--- config.mk ---
export PLATFORM = sky130hd
export DESIGN_NAME = fractal_sync_credit_arbiter
export DESIGN_NICKNAME = d
export VERILOG_FILES = /design/src/rtl/fractal_sync_pkg.sv /design/src/rtl/fractal_sync_credit_cnt.sv /design/src/rtl/fractal_sync_credit_arbiter.sv
export SDC_FILE = /design/constraint.sdc
export NUM_CORES = 1
export LEC_CHECK = 0
export BUFFER_PORTS_ARGS = -buffer_cell sky130_fd_sc_hd__buf_2
export CORE_AREA = 2 2 39 41
export DETAILED_ROUTE_END_ITERATION = 7
export DIE_AREA = 0 0 41 43
export GPL_TIMING_DRIVEN = 1
export PLACE_DENSITY_LB_ADDON = 0.12
export RECOVER_POWER = 25
export SYNTH_ARGS = -nofsm -noshare
export SYNTH_HDL_FRONTEND = slang
export SYNTH_HIERARCHICAL = 1
export SYNTH_SLANG_ARGS = --single-unit
--- constraint.sdc ---
create_clock -name clk_i -period 6.68 [get_ports clk_i]
set_input_delay 0.668 -clock clk_i [delete_from_list [all_inputs] [get_ports clk_i]]
set_output_delay 0.668 -clock clk_i [all_outputs]
set_load 0.01 [all_outputs]
--- src/rtl/fractal_sync_pkg.sv ---
// fractal_sync_pkg: shared credit-count width helper and error code for the fractal_sync tree
package fractal_sync_pkg;
  localparam logic ERR_CREDIT_OVF = 1'b1;
  function automatic int unsigned cnt_w(int unsigned max_credits);
    return $clog2(max_credits + 1);
  endfunction
endpackage

--- src/rtl/fractal_sync_credit_cnt.sv ---
// fractal_sync_credit_cnt: per-output up/down saturating credit counter with sticky overflow flag
module fractal_sync_credit_cnt
  import fractal_sync_pkg::*;
#(
  parameter int unsigned MAX_CREDITS = 4,
  localparam int unsigned CNT_W = cnt_w(MAX_CREDITS)
) (
  input  logic             clk_i,
  input  logic             rst_ni,
  input  logic             issue_i,
  input  logic             ret_i,
  output logic [CNT_W-1:0] cnt_o,
  output logic             ovf_o
);
  logic at_max;
  assign at_max = cnt_o == CNT_W'(MAX_CREDITS);
  always_ff @(posedge clk_i) begin
    if (!rst_ni) begin
      cnt_o <= CNT_W'(MAX_CREDITS);
      ovf_o <= 1'b0;
    end else begin
      if (issue_i && !ret_i) cnt_o <= cnt_o - CNT_W'(1);
      else if (ret_i && !issue_i && !at_max) cnt_o <= cnt_o + CNT_W'(1);
      if (ret_i && !issue_i && at_max) ovf_o <= ERR_CREDIT_OVF;
    end
  end
endmodule

--- src/rtl/fractal_sync_credit_arbiter.sv ---
// fractal_sync_credit_arbiter: round-robin sharing of credit-controlled output channels among request FIFOs
module fractal_sync_credit_arbiter
  import fractal_sync_pkg::*;
#(
  parameter int unsigned IN_PORTS = 1,
  parameter int unsigned OUT_PORTS = 1,
  parameter int unsigned MAX_CREDITS = 4,
  parameter type fsync_req_t = logic,
  localparam int unsigned CNT_W = cnt_w(MAX_CREDITS)
) (
  input  logic                 clk_i,
  input  logic                 rst_ni,
  input  logic                 en_i,
  input  logic [IN_PORTS-1:0]  empty_i,
  output logic [IN_PORTS-1:0]  pop_o,
  input  fsync_req_t           element_i [IN_PORTS],
  output logic [OUT_PORTS-1:0] valid_o,
  output fsync_req_t           element_o [OUT_PORTS],
  input  logic [OUT_PORTS-1:0] credit_ret_i,
  output logic [CNT_W-1:0]     credit_o [OUT_PORTS],
  output logic                 err_o
);
  localparam int unsigned PTR_W = IN_PORTS > 1 ? $clog2(IN_PORTS) : 1;
  logic [PTR_W-1:0]     rr_q, rr_d, idx;
  logic [PTR_W-1:0]     src [OUT_PORTS];
  logic [IN_PORTS-1:0]  pop_d;
  logic [OUT_PORTS-1:0] gnt, ovf;
  logic                 found;
  int                   k_max, pos;
  // Outputs claim inputs in index order; k_max tracks the furthest scan offset granted
  always_comb begin
    pop_d = '0;
    gnt = '0;
    k_max = 0;
    pos = 0;
    idx = '0;
    found = 1'b0;
    for (int o = 0; o < OUT_PORTS; o++) begin
      src[o] = '0;
      found = 1'b0;
      if (rst_ni && en_i && credit_o[o] != '0)
        for (int k = 0; k < IN_PORTS; k++) begin
          pos = int'(rr_q) + k;
          idx = PTR_W'(pos >= int'(IN_PORTS) ? pos - int'(IN_PORTS) : pos);
          if (!found && !empty_i[idx] && !pop_d[idx]) begin
            found = 1'b1;
            pop_d[idx] = 1'b1;
            gnt[o] = 1'b1;
            src[o] = idx;
            k_max = k > k_max ? k : k_max;
          end
        end
    end
    pos = int'(rr_q) + k_max + 1;
    rr_d = PTR_W'(pos >= int'(IN_PORTS) ? pos - int'(IN_PORTS) : pos);
  end
  assign pop_o = pop_d;
  assign err_o = |ovf;
  always_ff @(posedge clk_i) begin
    if (!rst_ni) begin
      rr_q <= '0;
      valid_o <= '0;
      for (int o = 0; o < OUT_PORTS; o++) element_o[o] <= fsync_req_t'('0);
    end else begin
      if (|gnt) rr_q <= rr_d;
      valid_o <= gnt;
      for (int o = 0; o < OUT_PORTS; o++) element_o[o] <= gnt[o] ? element_i[src[o]] : fsync_req_t'('0);
    end
  end
  for (genvar g = 0; g < OUT_PORTS; g++) begin : g_cnt
    fractal_sync_credit_cnt #(.MAX_CREDITS(MAX_CREDITS)) u_cnt (
      .clk_i   (clk_i),
      .rst_ni  (rst_ni),
      .issue_i (gnt[g]),
      .ret_i   (credit_ret_i[g]),
      .cnt_o   (credit_o[g]),
      .ovf_o   (ovf[g])
    );
  end
endmodule

# Word-level counts from Yosys, hierarchy flattened
# Cells that the tools add are included.
totals:
  register_bits: 7
  input_bits: 6
  output_inout_bits: 7
classes:
  addsub: 5
  order_cmp: 5
  eq_ne: 1
  muxes: 14
  reduce_logical: 16
op_table:
  columns: ["cell", "n"]
  rows:
  - ["two-way mux 1 bit", 12]
  - ["logical AND 1 bit", 8]
  - ["two-way mux 3 bit", 2]
  - ["logical NOT 1 bit", 5]
  - ["adder 3 x 1 -> 3 bit, second input constant", 1]
  - ["== test 3 bit, second input constant", 1]
  - ["nonzero test 3 bit", 1]
  - ["subtractor 3 x 1 -> 3 bit, second input constant", 1]
  - ["adder 1 x 1 -> 2 bit, second input constant", 1]
  - ["greater-or-equal comparator 1 bit, second input constant", 2]
  - ["greater-or-equal comparator 2 x 1 -> 1 bit, second input constant", 1]
  - ["< comparator 1 bit, second input constant", 2]
  - ["AND reduction 2 bit", 1]
  - ["nonzero test 2 bit", 1]
  - ["subtractor 1 bit, second input constant", 2]

# Longest topological paths before layout
# Gate-level depths: netlist of run 1.
depth:
  word_depth: 13
  mapped_depth: 8
  depth_no_buf: 8

# Hierarchy
# Netlist of run 1, hierarchy kept.
modules_own_cells:
  columns: ["module", "n_inst", "cells_each", "area_per_inst_um2", "seq_area_each_um2"]
  rows:
  - ["fractal_sync_credit_cnt", 1, 26, 251.5, 80.1]
  - ["fractal_sync_credit_arbiter", 1, 7, 78.8, 40.0]

# Least setup slack after synthesis of run 1
# OpenSTA, ideal clock, no wires.
synth_timing:
  path_kind: "input to register"
  from: "input port rst_ni"
  to: "register g_cnt[0].u_cnt.cnt_o[2]"
  setup_ps: 119
  t_arrival_ps: 2442
  required_ps: 6561
  path_slack_ps: 4119
  path_stages: 8
  n_path_buf: 0
  path_cell_list: "nand2_1 nor3_1 nor2b_2 inv_1 fa_1 nor3b_1 a32o_1 o21ai_1"
synth_via:
  elab_chain_len: 7
  word_cells_on_any_way: 9
synth_lines:
  columns: ["item", "line_no", "rtl"]
  rows:
  - ["from (decl)", "fractal_sync_credit_arbiter.sv:12", "input logic rst_ni,"]
  - ["logical AND 1 bit (2 in series)", "fractal_sync_credit_arbiter.sv:41", "if (rst_ni && en_i && credit_o[o] != '0)"]
  - ["two-way mux 1 bit", "fractal_sync_credit_arbiter.sv:41", null]
  - ["logical NOT 1 bit", "fractal_sync_credit_cnt.sv:23", "else if (ret_i && !issue_i && !at_max) cnt_o <= cnt_o + CNT_W'(1);"]
  - ["logical AND 1 bit (2 in series)", "fractal_sync_credit_cnt.sv:23", null]
  - ["nonzero test 2 bit (no line)", null, null]
  - ["to (signal assigned)", "fractal_sync_credit_cnt.sv:19", "cnt_o <= CNT_W'(MAX_CREDITS);"]
  - ["to (signal assigned)", "fractal_sync_credit_cnt.sv:22", "if (issue_i && !ret_i) cnt_o <= cnt_o - CNT_W'(1);"]
  - ["to (signal assigned)", "fractal_sync_credit_cnt.sv:23", null]
  - ["to (decl)", "fractal_sync_credit_cnt.sv:12", "output logic [CNT_W-1:0] cnt_o,"]
# Several ways; a longest one is shown, not always the timed one.
# A chain may end at the register's enable or synchronous reset.

# Final worst setup path of run 1
# Ends and elaborated chain as after synthesis.

==> results.json, run 1 <==
{
  "grt_pass1_wl_um": 1304,
  "fp.dieW_um": 41,
  "max-slew-margin-rel": 0.6380,
  "max_freq_mhz": 377.7,
  "die_h_um": 43,
  "finClkSkew_ns": 0.001127,
  "start_util": 0.2387,
  "powerDensity_nw_per_um2": 207.0,
  "firstDrtPassIters": 1,
  "area_growth_pct": 28.41,
  "tightest_slew_ns": 0.5388,
  "rows": 14,
  "syn_inst": 33,
  "finalHoldViolations": 0,
  "routed_wl_um": 750,
  "dr.max_layer_used": "met4",
  "grt_overflow": 0,
  "grt_pass1_vias": 308,
  "dieArea_um2": 1763,
  "crit_path_start_kind": "input pin",
  "m1WireLength_um": 285,
  "finalCritPeriodShare": 0.3963,
  "setup-tns-final_ns": 0,
  "antenna_found_initial": 0,
  "wl_per_cell_um": 11.72,
  "ys_seq_area_frac": 0.3636,
  "power.total_uw": 87.81,
  "rsz0062_at_grt": "no",
  "io_buffer_count": 12,
  "io_pins": 13,
  "synth_nets": 40,
  "ctsHoldBuffers": 0,
  "crit_path_end_kind": "flop",
  "post_cts_buffers": 0,
  "fin_cells": 64,
  "cts-root-buf": "clkbuf_4",
  "vias": 313,
  "ys_warn_count": 6,
  "vias_per_cell": 4.891,
  "htreeDepth": 1,
  "post_synth_num_cell_types": 21,
  "cts.path.max_buffers": 2,
  "synth_edf_count": 0,
  "netlist_area_um2": 330.3,
  "ff2ff_setup_slack_ns": 4.22,
  "outcome": "finished, final reports clean",
  "drc": 0,
  "dpl.cell_count": 61,
  "ys_top_cells_by_area": "dfxtp_1, a32o_1, fa_1",
  "worstPathRequired_ns": 6.80,
  "finalCriticalPeriod_ns": 2.647,
  "cts_inserted_buffers": 3,
  "antenna_cells": 0,
  "met2WireLength_um": 371,
  "ir_drop_v": 0.00007384,
  "drtIter0Drc": 0,
  "postLayoutCoreUtil": 0.3065,
  "nets": 57,
  "wl_met3_um": 66,
  "hpwlAfterDp_um": 622.3,
  "layout-drive-gt1-share": 0.3542,
  "setup_violations": 0,
  "worstPathArrival_ns": 2.77,
  "cts_sinks": 6,
  "gp_congestion": 0.6993,
  "ant_nets": 0,
  "cts_resized": 0,
  "synth_commonest_cells": "dfxtp_1, inv_1",
  "grt_max_degree": 9,
  "cp_max_fo": 6,
  "drv_slew": 0,
  "core_um2": 1384,
  "grt_usage": 0.1207,
  "path_class": "in -> reg",
  "whs_ns": 0.4615,
  "synth_ff_type": "dfxtp_1",
  "synth_seq_cells": 6,
  "path_clk_slew_ns": 0.04,
  "synth_area_per_cell_um2": 10.01,
  "cts_tree": "done",
  "drv_cap": 0,
  "synth_top_area_frac": 0.3636,
  "ys_async_sr_fraction": 0,
  "p_leak_uw": 0.0001795,
  "hp-class": "reg -> reg",
  "worstSkewPairLatency_ns": 0.24,
  "synth_most_common_cell": "dfxtp_1",
  "synth_top_area_cell": "dfxtp_1"
}
==> sequential cells by signal, summed over array words and instances, names as in the netlist <==
register / cells
g_cnt.u_cnt/ovf_o: 1
valid_o: 1
element_o: 1
g_cnt.u_cnt/cnt_o: 3
==> path summary, 6_finish.rpt <==
path                                              start                 endpoint  depth (start not counted)
worst max-delay path                             rst_ni  g_cnt[0].u_cnt/cnt_o[2]                          9
worst min-delay path               g_cnt[0].u_cnt/ovf_o     g_cnt[0].u_cnt/ovf_o                          1
worst min register to register     g_cnt[0].u_cnt/ovf_o     g_cnt[0].u_cnt/ovf_o                          1
worst max register to register  g_cnt[0].u_cnt/cnt_o[2]  g_cnt[0].u_cnt/cnt_o[2]                          8
==> stage by stage <==
stage / setup WS [ns] / area (um2)
3_5_place_dp: 3.869 / 410.4
5_1_grt: 3.799 / 424.2
6_report: 4.033 / 424.2
4_1_cts: 4.124 / 432.9
3_3_place_gp: 3.883 / 410.4
2_1_floorplan: 4.119 / 330.3
==> final cells by class <==
class / instances / area (um2)
multi-input cells: 23 / 188.9
fillers: 149 / 959.7
well taps: 16 / 20.02
flip-flops and latches: 6 / 120.1
inverters: 4 / 15.01
repair buffers: 12 / 57.56
clock buffers: 3 / 22.52
==> power by group <==
| part | leakage [uW] | internal [uW] | total [uW] | switching (uW) |
|---|---|---|---|---|
| logic | 0.000117 | 7.34 | 14.8 | 7.48 |
| registers | 0.0000491 | 38.0 | 40.1 | 2.10 |
| clock network | 0.0000138 | 20.3 | 32.9 | 12.6 |
==> critical path, stage by stage <==
cell	delay [ns]
clkbuf_1	0.22
nand2_1	0.13
nor3_1	0.44
nor2b_2	0.31
inv_1	0.09
fa_1	0.41
nor3b_1	0.28
a32o_1	0.16
o21ai_1	0.07
==> logic make-up (layout without fill, tap and decap cells) <==
kind of cell	count (synthesis)	after routing	synth area share
fa+ha+maj	1	1	0.06061
flops	6	6	0.3637
mux	1	1	0.03030
buf+inv	4	19	0.04544
simple gates	10	10	0.2386
compound gates	11	11	0.2613
==> cells in the final DEF, fill, tap and decap left out <==
| cell | instances |
|---|---|
| a32o_1 | 2 |
| fa_1 | 1 |
| a21oi_1 | 1 |
| o311a_1 | 1 |
| mux2i_1 | 1 |
| nor3b_1 | 1 |
| clkbuf_1 | 2 |
| nand2b_1 | 1 |
| dfxtp_1 | 6 |
| nor3_2 | 1 |
| nor3_1 | 2 |
| clkbuf_4 | 3 |
| buf_2 | 10 |
| o21a_1 | 2 |
| inv_1 | 4 |
| a21o_1 | 1 |
| a211oi_1 | 2 |
| nor4b_1 | 2 |
| nand2b_2 | 1 |
| o21ai_1 | 1 |
| a21o_2 | 1 |
| nor2b_2 | 1 |
| nand2_1 | 1 |
==> per-layer routing <==
layer | GRT usage | vias up
met4 | 0.1000 | 0
li1 | - | 157
met2 | 0.1750 | 10
met1 | 0.1165 | 141
met3 | 0.06806 | 5
met5 | 0 | -
Note: power is estimated with default switching activity, not from simulation.
==> run 2, diff against run 1 <==
==> constraint.sdc (replaced) <==
create_clock -name clk_i -period 2.3 [get_ports clk_i]
set_input_delay 0.23 -clock clk_i [delete_from_list [all_inputs] [get_ports clk_i]]
set_output_delay 0.23 -clock clk_i [all_outputs]
set_load 0.01 [all_outputs]
==> run 2 against run 1 <==
- utilization rose by 1.7 points
- register-to-register slack worse by 4.0 ns
- clock power grew to 2.9 times the previous value
- non-clock buffer count increased by 1
- worst setup slack lost 3.8 ns
- sequential share of layout area fell by 1.5 points
- power rose to 3.0 times the previous value
- cell area is 5.6% higher
- hold slack worse by 0.26 ns
- highest routed layer is now met3
==> results.json, run 2 (synthesized netlist as in run 1, its figures left out) <==
{
  "outcome": "finished, final reports clean",
  "vias": 314,
  "max_freq_mhz": 475.5,
  "cp_max_fo": 8,
  "crit_top_cell": "nor3_2",
  "io_buffer_count": 12,
  "drv_cap": 0,
  "combPwrFrac": 0.179,
  "path_clk_slew_ns": 0.04,
  "core_um2": 1384,
  "path_class": "reg -> reg",
  "wl_per_cell_um": 12.17,
  "reg2reg_depth": 8,
  "crit_slowest_cell": "dfxtp_1",
  "dp_slack_ns": 0.1613,
  "worstSkewPairLatency_ns": 0.24,
  "p_leak_uw": 0.0001882,
  "largest_register_ffs": 3,
  "top_register": "g_cnt.u_cnt/cnt_o",
  "antenna_cells": 0,
  "grt_pass1_vias": 288,
  "grt_usage": 0.1089,
  "finalHoldViolations": 0,
  "ff2ff_setup_slack_ns": 0.20,
  "cts.path.max_buffers": 2,
  "cts_inserted_buffers": 3,
  "cts_tree": "done",
  "ant_nets": 0,
  "hp-class": "in -> reg",
  "drc": 0,
  "die_h_um": 43,
  "nets": 58,
  "drv_slew": 0,
  "cts_resized": 0,
  "whs_path_depth": 2,
  "sw_frac_of_total": 0.2587,
  "crit_path_end_kind": "flop",
  "intPower_uw": 192.2,
  "powerDensity_nw_per_um2": 578.9,
  "dieArea_um2": 1763,
  "worst_slack_ns": 0.1970,
  "tightest_slew_ns": 0.2581,
  "drtIter0Drc": 6,
  "routed_wl_um": 791,
  "layout_commonest_cell": "buf_2",
  "setup_violations": 0,
  "vias_per_cell": 4.831,
  "fp.dieW_um": 41,
  "layout_common_cells": "buf_2, dfxtp_1, inv_1",
  "hpwlAfterDp_um": 600.6,
  "fill_cells": 146,
  "crit_path_start_kind": "flop",
  "grt_pass1_wl_um": 1228,
  "finClkSkew_ns": 0.001861,
  "io_pins": 13,
  "layout-drive-gt1-share": 0.4286,
  "finalCriticalPeriod_ns": 2.103,
  "crit_path_cell_trace": "nor3_2 -> nor3_2 -> nor2b_2 -> inv_1 -> fa_1 -> nor3b_2 -> a32o_1 -> o21ai_1",
  "clockPowerShare": 0.372,
  "ctsHoldBuffers": 0,
  "p_seq_frac": 0.449,
  "postLayoutCoreUtil": 0.3237,
  "slowest_delay_ns": 0.45,
  "worstPathArrival_ns": 2.23,
  "setup-tns-final_ns": 0,
  "worstPathRequired_ns": 2.43,
  "ir_drop_v": 0.0002974,
  "area_growth_pct": 35.61,
  "grt_max_degree": 9,
  "grt_overflow": 0,
  "cts_sinks": 6,
  "max-slew-margin-rel": 0.8255,
  "antenna_found_initial": 0,
  "power_switching_uw": 67.08,
  "finalCritPeriodShare": 0.9144,
  "gp_congestion": 0.7947,
  "rsz0062_at_grt": "no",
  "start_util": 0.2387,
  "htreeDepth": 1,
  "post_cts_buffers": 0,
  "cts-root-buf": "clkbuf_4",
  "rows": 14,
  "firstDrtPassIters": 4
}
==> run 2: path summary, 6_finish.rpt <==
check,start,to
hold / removal,empty_i,element_o
setup / recovery,g_cnt[0].u_cnt/cnt_o[2],g_cnt[0].u_cnt/cnt_o[2]
setup reg to reg,g_cnt[0].u_cnt/cnt_o[2],g_cnt[0].u_cnt/cnt_o[2]
hold reg to reg,g_cnt[0].u_cnt/ovf_o,g_cnt[0].u_cnt/ovf_o
==> run 2: routing by layer <==
metal  vias to the layer above  routed length [um]  track usage
li1                        155                   -            -
met4                         0                   0            0
met2                        13                 380       0.1625
met1                       146                 322       0.1238
met3                         0                  87      0.09424
met5                         -                   0            0
==> run 2: cell type report <==
| class | count | area, um2 | share of cell area |
|---|---|---|---|
| repair buffers | 13 | 65.06 | 0.1453 |
| clock buffers | 3 | 22.52 | 0.05028 |
| well taps | 16 | 20.02 | 0.04469 |
| inverters | 4 | 15.01 | 0.03352 |
| multi-input cells | 23 | 205.2 | 0.4581 |
| flip-flops and latches | 6 | 120.1 | 0.2682 |
==> run 2: power by group through the flow <==
stage,logic (uW),clock network [uW],registers (uW)
after floorplan,24.8,0,120
after global placement,46.3,0,118
after detailed placement,46.7,0,118
after CTS,47.1,99.8,116
after global routing,51.7,109,118
final,46.4,96.5,116
==> run 2: through the flow <==
stage	total power, uW	hold WS (ns)	cells	cell area, um2
after global placement	163.9	0.4427	62	422.9
after global routing	278.5	0.1955	65	447.9
after floorplan	145.0	0.3014	33	335.3
final	259.3	0.2044	65	447.9
after detailed placement	165.0	0.4476	62	422.9
after CTS	263.1	0.2038	65	445.4
==> run 2: worst max-delay path: cells and delay by family (launching register included) <==
family / cells / cell delay (ns)
adder cells (fa/ha/maj): 1 / 0.43
AO/OA/AOI/OAI: 2 / 0.21
AND/OR/NAND/NOR: 4 / 0.80
buffers and inverters: 1 / 0.09
flip-flops: 1 / 0.45
